**config.mk**
```make
export PLATFORM = sky130hd
export DESIGN_NAME = pc_fetch_unit
export DESIGN_NICKNAME = d
export VERILOG_FILES = /design/src/rtl/pc_fetch_unit.sv
export SDC_FILE = /design/constraint.sdc
export NUM_CORES = 1
export LEC_CHECK = 0
export CORE_MARGIN = 2
export CORE_UTILIZATION = 64
export CTS_CLUSTER_SIZE = 12
export DETAILED_ROUTE_END_ITERATION = 10
export DONT_BUFFER_PORTS = 1
export PLACE_DENSITY = 0.83
export SLEW_MARGIN = 20
export SYNTH_ARGS = -nofsm -noshare
export SYNTH_HDL_FRONTEND = slang
export SYNTH_SLANG_ARGS = --single-unit
```
**constraint.sdc**
```tcl
create_clock -name clk -period 4.6 [get_ports clk]
set_input_delay 0.46 -clock clk [delete_from_list [all_inputs] [get_ports clk]]
set_output_delay 0.46 -clock clk [all_outputs]
set_load 0.02 [all_outputs]
```
**src/rtl/pc_fetch_unit.sv**
```systemverilog
// Fetch stage: owns the PC, issues single-outstanding imem requests and
// presents the fetched instruction to decode with stall hold and redirect kill.
module pc_fetch_unit #(
    parameter int              ADDR_W   = 32,
    parameter int              INSTR_W  = 32,
    parameter logic [ADDR_W-1:0] RESET_PC = '0
) (
    input  logic               clk,
    input  logic               rst,
    input  logic               pcs_w,
    input  logic [ADDR_W-1:0]  pc_target_w,
    input  logic               branch_taken_e,
    input  logic [ADDR_W-1:0]  branch_target_e,
    input  logic               stall_f,
    output logic               imem_req,
    output logic [ADDR_W-1:0]  imem_addr,
    input  logic               imem_gnt,
    input  logic               imem_rvalid,
    input  logic [INSTR_W-1:0] imem_rdata,
    output logic [INSTR_W-1:0] instr_f,
    output logic [ADDR_W-1:0]  pc_f,
    output logic [ADDR_W-1:0]  pc_plus4_f,
    output logic               instr_valid_f
);

    typedef enum logic [1:0] {
        S_IDLE,
        S_REQ,
        S_WAIT,
        S_HOLD
    } state_t;

    state_t             state;
    logic [ADDR_W-1:0]  pc_q;
    logic               kill;

    logic               redir;
    logic [ADDR_W-1:0]  target_raw;
    logic [ADDR_W-1:0]  target;
    logic [ADDR_W-1:0]  pc_inc;

    // Write-back redirect wins over execute redirect; targets are word aligned.
    assign redir      = pcs_w | branch_taken_e;
    assign target_raw = pcs_w ? pc_target_w : branch_target_e;
    assign target     = target_raw & ~ADDR_W'(3);
    assign pc_inc     = pc_q + ADDR_W'(4);

    assign imem_req   = (state == S_REQ);
    assign imem_addr  = pc_q;

    // kill marks an outstanding response whose address became stale after grant.
    always_ff @(posedge clk or posedge rst) begin
        if (rst) begin
            state         <= S_IDLE;
            pc_q          <= RESET_PC;
            kill          <= 1'b0;
            instr_f       <= '0;
            pc_f          <= RESET_PC;
            pc_plus4_f    <= RESET_PC + ADDR_W'(4);
            instr_valid_f <= 1'b0;
        end else begin
            case (state)
                S_IDLE: begin
                    if (redir) pc_q <= target;
                    state <= S_REQ;
                end
                S_REQ: begin
                    if (redir) begin
                        pc_q <= target;
                        if (imem_gnt) begin
                            kill  <= 1'b1;
                            state <= S_WAIT;
                        end
                    end else if (imem_gnt) begin
                        state <= S_WAIT;
                    end
                end
                S_WAIT: begin
                    if (imem_rvalid) begin
                        if (kill || redir) begin
                            kill  <= 1'b0;
                            if (redir) pc_q <= target;
                            state <= S_REQ;
                        end else begin
                            instr_f       <= imem_rdata;
                            pc_f          <= pc_q;
                            pc_plus4_f    <= pc_inc;
                            instr_valid_f <= 1'b1;
                            state         <= S_HOLD;
                        end
                    end else if (redir) begin
                        kill <= 1'b1;
                        pc_q <= target;
                    end
                end
                S_HOLD: begin
                    if (redir) begin
                        instr_valid_f <= 1'b0;
                        pc_q          <= target;
                        state         <= S_REQ;
                    end else if (!stall_f) begin
                        instr_valid_f <= 1'b0;
                        pc_q          <= pc_inc;
                        state         <= S_REQ;
                    end
                end
                default: state <= S_IDLE;
            endcase
        end
    end

endmodule

```
==> impl_results.md, run 1 <==
- Status: finished with violations
- Failing checks: hold timing
- Final setup viols: 0
- PortBufs: 0
- Total congestion overflow: 0
- Post-CTS Resized: 0
- Worst slew pin tran: 1.13 ns
- Critical Path Source Type: register
- CP Capture Type: register
- Ports: 233
- Unrepaired setup endpoints after global routing: false
- Slowest stage delay, CP: 0.71 ns
- Detail Route Antenna Nets: 0
- Syn Area/Cell: 8.76 µm²
- Routed via count: 5546
- Growth of design area from synthesis to finish: 9.06%
- Crit path time final: 3.02 ns
- Iter 0 DRT Violations: 703
- Sequential share of the synthesized area: 48.7%
- Vias in the first global route: 5317
- FF+latch count, synth: 126
- # clock sinks: 126
- Period Utilization, post-route: 65.6%
- Finished Layout Cells: 849
- DR vias/cell: 6.53
- Largest net degree at the start of global routing: 127
- Final Hold Vio Count: 45
- Max-slew violation count: 0
- Most common flop cell mapped by yosys: dfrtp_1
- Max cap viols: 0
- Initial antenna violation count: 0
- Placed Area: 6430 µm²
- Setup bufs post-CTS: 0
- First-pass GRT wire length: 28.4 mm
- Final worst slack: 1.58 ns
- Die area: 10900 µm²
- Clock Tree Buf Depth: 2
- Post-DP HPWL: 11.6 mm
- Crit path kind: register to register
- Root Buffer: clkbuf_8
- H-tree depth: 4
- Core area: 9820 µm²
- Worst-path clk slew: 0.06 ns
- VDD IR max: 269 µV
- Fin area: 7060 µm²
- Hold slack: -0.0448 ns
- Share of cells above drive strength 1: 7.54%
- Ys async rst share: 100%
- CTS Buf Count: 17
- Cells after DPL: 818
- CTS tree: yes
- Worst Path Required: 5.06 ns
- Total GRT Usage: 32.8%
- Residual DRC: 0
- WL per Instance: 20.8 µm
- LEAKAGE: 3.28 nW
- Die boundary width: 105 µm
- Hold crit path type: input pin to asynchronous set/reset pin
- Setup TNS: 0 ns
- Initial core utilization: 66.0%
- Worst-Skew Late Latency: 0.52 ns
- Setup Skew: 0.00993 ns
- PwrDens: 531 nW/µm²
- Worst path cell trace: inv_1, ha_1, or4b_1, nor2_4, buf_4, buf_4, nand2_1, nand2_1
- Die Y: 105 µm
- Syn Inst Count: 739
- FMAX: 0.331 GHz
- Setup WS pre-CTS: 1.60 ns
- Number of synthesized flops with an enable pin: 0
- Hold Buf Count CTS: 0
- First-pass iteration count of the detailed router: 8
- Critical path arrival: 3.48 ns
- Relative slew slack: 24.1%
- Crit path max-delay cell type: nor2_4
- Post-synth cell types: 59
- # diodes: 0
- Crit-path max FO: 35
- Nets: 812
- Cell Area, Synth: 6480 µm²
- GP Congestion: 0.802
- Routed WL: 17.7 mm
- Rows: 36
- Ys Warns: 0
==> report_power, final <==
| group | switching (mW) | leakage, nW | internal (mW) |
|---|---|---|---|
| combinational | 0.275 | 1.31 | 0.197 |
| clock | 0.503 | 0.298 | 0.935 |
| sequential | 0.522 | 1.67 | 1.32 |
| total | 1.30 | 3.28 | 2.45 |
==> layer usage <==
metal / vias to the layer above / GRT usage, % / routed length, µm
met5: - / 0 / 0
met4: 0 / 12.4 / 312
met3: 37 / 10.4 / 2080
met2: 354 / 51.5 / 8370
met1: 2661 / 43.0 / 6890
li1: 2494 / - / -
==> worst max-delay path, delay by kind of cell (launching register included) <==
family / cells / cell delay (ns)
adders and majority gates: 1 / 0.25
buffers and inverters: 3 / 0.79
DFF: 1 / 0.43
and+or+nand+nor: 4 / 1.47
==> cell usage after synthesis (10+ instances only) <==
| master | number | area, µm² |
|---|---|---|
| clkbuf_1 | 35 | 131 |
| nand4_1 | 15 | 93.8 |
| buf_2 | 17 | 85.1 |
| nor3_1 | 10 | 50.1 |
| dfrtp_1 | 125 | 3130 |
| inv_1 | 10 | 37.5 |
| a31oi_1 | 17 | 106 |
| xnor2_1 | 10 | 87.6 |
| mux2i_1 | 20 | 200 |
| o21ai_0 | 38 | 190 |
| nand3_1 | 19 | 95.1 |
| a21oi_1 | 24 | 120 |
| nor2_1 | 35 | 131 |
| nand2_1 | 215 | 807 |
==> sequential cells by signal, indices dropped and copies added (netlist names) <==
| register | cells |
|---|---|
| imem_addr | 30 |
| instr_f | 32 |
| instr_valid_f | 1 |
| kill | 1 |
| pc_f | 30 |
| pc_plus4_f | 30 |
| state | 2 |
==> metrics by stage <==
stage	util, %	hold WS [ns]	power, mW
3_3_place_gp	65.5	0.567	2.28
2_1_floorplan	-	0.549	2.17
6_report	71.9	-0.0448	3.75
3_5_place_dp	65.5	0.571	2.32
5_1_grt	71.9	0.0316	3.90
4_1_cts	71.9	0.0266	3.75
==> worst paths after layout <==
path | start | endpoint | slack (ns) | depth (start not counted)
max reg2reg | state[0] | pc_f[22] | 1.58 | 8
max in group asynchronous | rst | pc_f[4] | 4.03 | 1
max | state[0] | pc_f[22] | 1.58 | 8
min reg2reg | kill | kill | 0.60 | 2
min in group clk | imem_rvalid | kill | 0.04 | 1
min | rst | instr_f[23] | -0.04 | 1
==> kinds of logic (layout without fill, tap and decap cells) <==
family | Yosys count | count (layout) | share of synthesized area, %
xor gates and xnor gates | 15 | 15 | 2.03
muxes | 27 | 27 | 4.31
and+or+nand+nor | 354 | 354 | 25.1
buffers and inverters | 74 | 46 | 5.20
AOI/OAI and AO/OA | 137 | 137 | 13.7
DFF | 126 | 126 | 48.7
other | 1 | 6 | 0.0579
adders and majority gates | 5 | 5 | 0.966
==> cell usage in the layout, fill, tap and decap left out, drive strengths merged, types with 7 or more instances in the layout <==
| master | count |
|---|---|
| a21oi | 24 |
| a31oi | 17 |
| and4 | 7 |
| clkbuf | 18 |
| dfrtp | 125 |
| inv | 12 |
| mux2 | 7 |
| mux2i | 20 |
| nand2 | 215 |
| nand3 | 19 |
| nand4 | 16 |
| nor2 | 36 |
| nor3 | 11 |
| nor4 | 7 |
| o211ai | 9 |
| o21ai | 38 |
| o22ai | 8 |
| o31ai | 7 |
| or3 | 9 |
| or4 | 9 |
| xnor2 | 10 |
==> cell type report <==
type	count	area, µm²
inverters	10	45.0
fillers	767	2760
clock inverters	13	213
multi-input cells	544	3030
repair buffers	5	37.5
well taps	133	166
flip-flops and latches	126	3150
clock buffers	18	418
No activity file was read; power rests on OpenSTA's default activity.
==> run 2, diff against run 1 <==
==> constraint.sdc (replaced) <==
create_clock -name clk -period 2.9 [get_ports clk]
set_input_delay 0.29 -clock clk [delete_from_list [all_inputs] [get_ports clk]]
set_output_delay 0.29 -clock clk [all_outputs]
set_load 0.02 [all_outputs]
==> run 2 against run 1 <==
  * The flow now finishes without violations
  * Setup slack lost 1.2 ns
  * Register-to-register slack lost 1.2 ns
  * Critical path depth shrank 3
  * Clock-buffer cell count grew 2
  * Highest routed layer unchanged
==> impl_results.md, run 2 (same netlist as run 1, synthesis figures left out) <==
- Status: complete, no violations
- First-pass iteration count of the detailed router: 5 (-3)
- Levels on crit path: 5 (-3)
- Crit path time final: 2.56 ns (-0.461 ns)
- CTS Buf Count: 17 (unchanged)
- Critical Path Source Type: register
- RR Startpoint: imem_addr[3]
- # clock sinks: 126 (unchanged)
- GP Congestion: 0.824 (+2.8%)
- Hold crit path type: input pin to register
- Largest net degree at the start of global routing: 80 (-37%)
- Die Y: 105 µm (unchanged)
- Routed via count: 5746 (+3.6%)
- Initial core utilization: 66.0% (unchanged)
- Nets: 865 (+6.5%)
- Number of flip-flops in the largest register: 32 (unchanged)
- Slowest stage delay, CP: 0.64 ns (-0.07 ns)
- DR vias/cell: 6.36 (-2.6%)
- Initial antenna violation count: 0 (unchanged)
- Placed Area: 6590 µm² (+2.5%)
- Total power: 5.74 mW (+53%)
- Commonest non-fill, non-tap cell in the layout: nand2_1
- Ports: 233 (unchanged)
- WL per Instance: 20.5 µm (-1.3%)
- Die area: 10900 µm² (unchanged)
- FMAX: 0.391 GHz (+18%)
- Layout Utilization: 76.5% (+4.6 points)
- LEAKAGE: 3.48 nW (+6.2%)
- R2R Path End: pc_plus4_f[30]
- CTS tree: yes
- Max-slew violation count: 0 (unchanged)
- Delay-heaviest family, CP: simple AND/OR/NAND/NOR gates
- Max cap viols: 0 (unchanged)
- PortBufs: 0 (unchanged)
- Fin area: 7510 µm² (+6.3%)
- Iter 0 DRT Violations: 575 (-18%)
- H-tree depth: 4 (unchanged)
- Total congestion overflow: 0 (unchanged)
- Share of cells above drive strength 1: 9.22% (+1.7 points)
- Setup Skew: 0.00788 ns (-0.00205 ns)
- Residual DRC: 0 (unchanged)
- Setup TNS: 0 ns (unchanged)
- Routed WL: 18.5 mm (+5.0%)
- Clock Tree Buf Depth: 2 (unchanged)
- # diodes: 0 (unchanged)
- Post-CTS Resized: 0 (unchanged)
- CP Capture Type: register
- Worst-path clk slew: 0.06 ns (about the same)
- Total GRT Usage: 33.8% (+0.91 points)
- PwrDens: 765 nW/µm² (+44%)
- Relative slew slack: 48.4% (+24 points)
- Worst slew pin tran: 0.767 ns (-0.368 ns)
- Core area: 9820 µm² (unchanged)
- Crit path max-delay cell type: or4_1
- Rows: 36 (unchanged)
- Unrepaired setup endpoints after global routing: false
- Critical path arrival: 3.00 ns (-0.48 ns)
- VDD IR max: 339 µV (+26%)
- Final setup viols: 0 (unchanged)
- Commonest non-fill, non-tap cells in the layout: nand2_1, dfrtp_1, o21ai_0
- Period Utilization, post-route: 88.2% (+23 points)
- Critical Path Start: imem_addr[3]
- Worst path cell trace: ha_1, and3_1, nand3_1, or4_1, a31oi_1
- Worst r2r path cells: 5 (-3)
- R2r setup slk: 0.34 ns (-1.24 ns)
- Final Hold Vio Count: 0 (-100%)
- Crit path kind: register to register
- Worst Min Path Start: imem_gnt
- Setup bufs post-CTS: 0 (unchanged)
- First-pass GRT wire length: 29.3 mm (+3.0%)
- Root Buffer: clkbuf_8
- Worst-Skew Late Latency: 0.52 ns (about the same)
- WP buf/inv: 0 (-3)
- Detail Route Antenna Nets: 0 (unchanged)
- Worst Path Required: 3.34 ns (-1.72 ns)
- Crit-path max FO: 14 (-60%)
- Post-DP HPWL: 12.1 mm (+4.6%)
- Hold slack: 0.0478 ns (+0.0926 ns)
- Growth of design area from synthesis to finish: 16.0%
- Vias in the first global route: 5550 (+4.4%)
- Die boundary width: 105 µm (unchanged)
- CP Capture Point: pc_plus4_f[30]
- Most flops, register: instr_f
## run 2: worst min-delay path by stage
stage	slack, ns	depth (start not counted)	endpoint
2_1_floorplan	0.39	1	kill
3_3_place_gp	0.40	1	pc_f[13]
3_5_place_dp	0.40	2	instr_f[31]
4_1_cts	0.02	3	instr_valid_f
5_1_grt	0.06	2	state[1]
6_report	0.05	2	state[1]
## run 2: where the power goes
part / leakage, nW / total, mW / switching [mW] / internal [mW]
sequential: 1.67 / 2.84 / 0.744 / 2.09
clock: 0.264 / 1.97 / 0.760 / 1.21
combinational: 1.55 / 0.935 / 0.544 / 0.391
## run 2: area by class of cell
cell class	instances	area, µm²
well taps	133	166
repair buffers	58	573
inverters	10	41.3
multi-input cells	544	3030
fillers	660	2310
clock inverters	12	121
flip-flops and latches	126	3150
clock buffers	20	425
## run 2: what timing repair did
action / CTS / global route
hold buffers: 35 / 0
hold endpoints to repair: 77 / 0
endpoints found under the setup margin: 0 / 0
## run 2: per-layer routing
layer	vias to the layer above	global-route usage (%)	routed length (µm)	share of wire, %
met5	-	0	0	0
met4	0	12.4	388	2.1
met3	42	12.2	2250	12
met2	345	54.6	8830	48
met1	2765	41.9	7060	38
li1	2594	-	-	-
## run 2: per-stage QoR
stage	setup slack (ns)	instances
floorplan	0.844	744
global placement	0.486	835
detailed placement	0.382	835
CTS	0.375	902
global route	0.228	903
finish	0.343	903
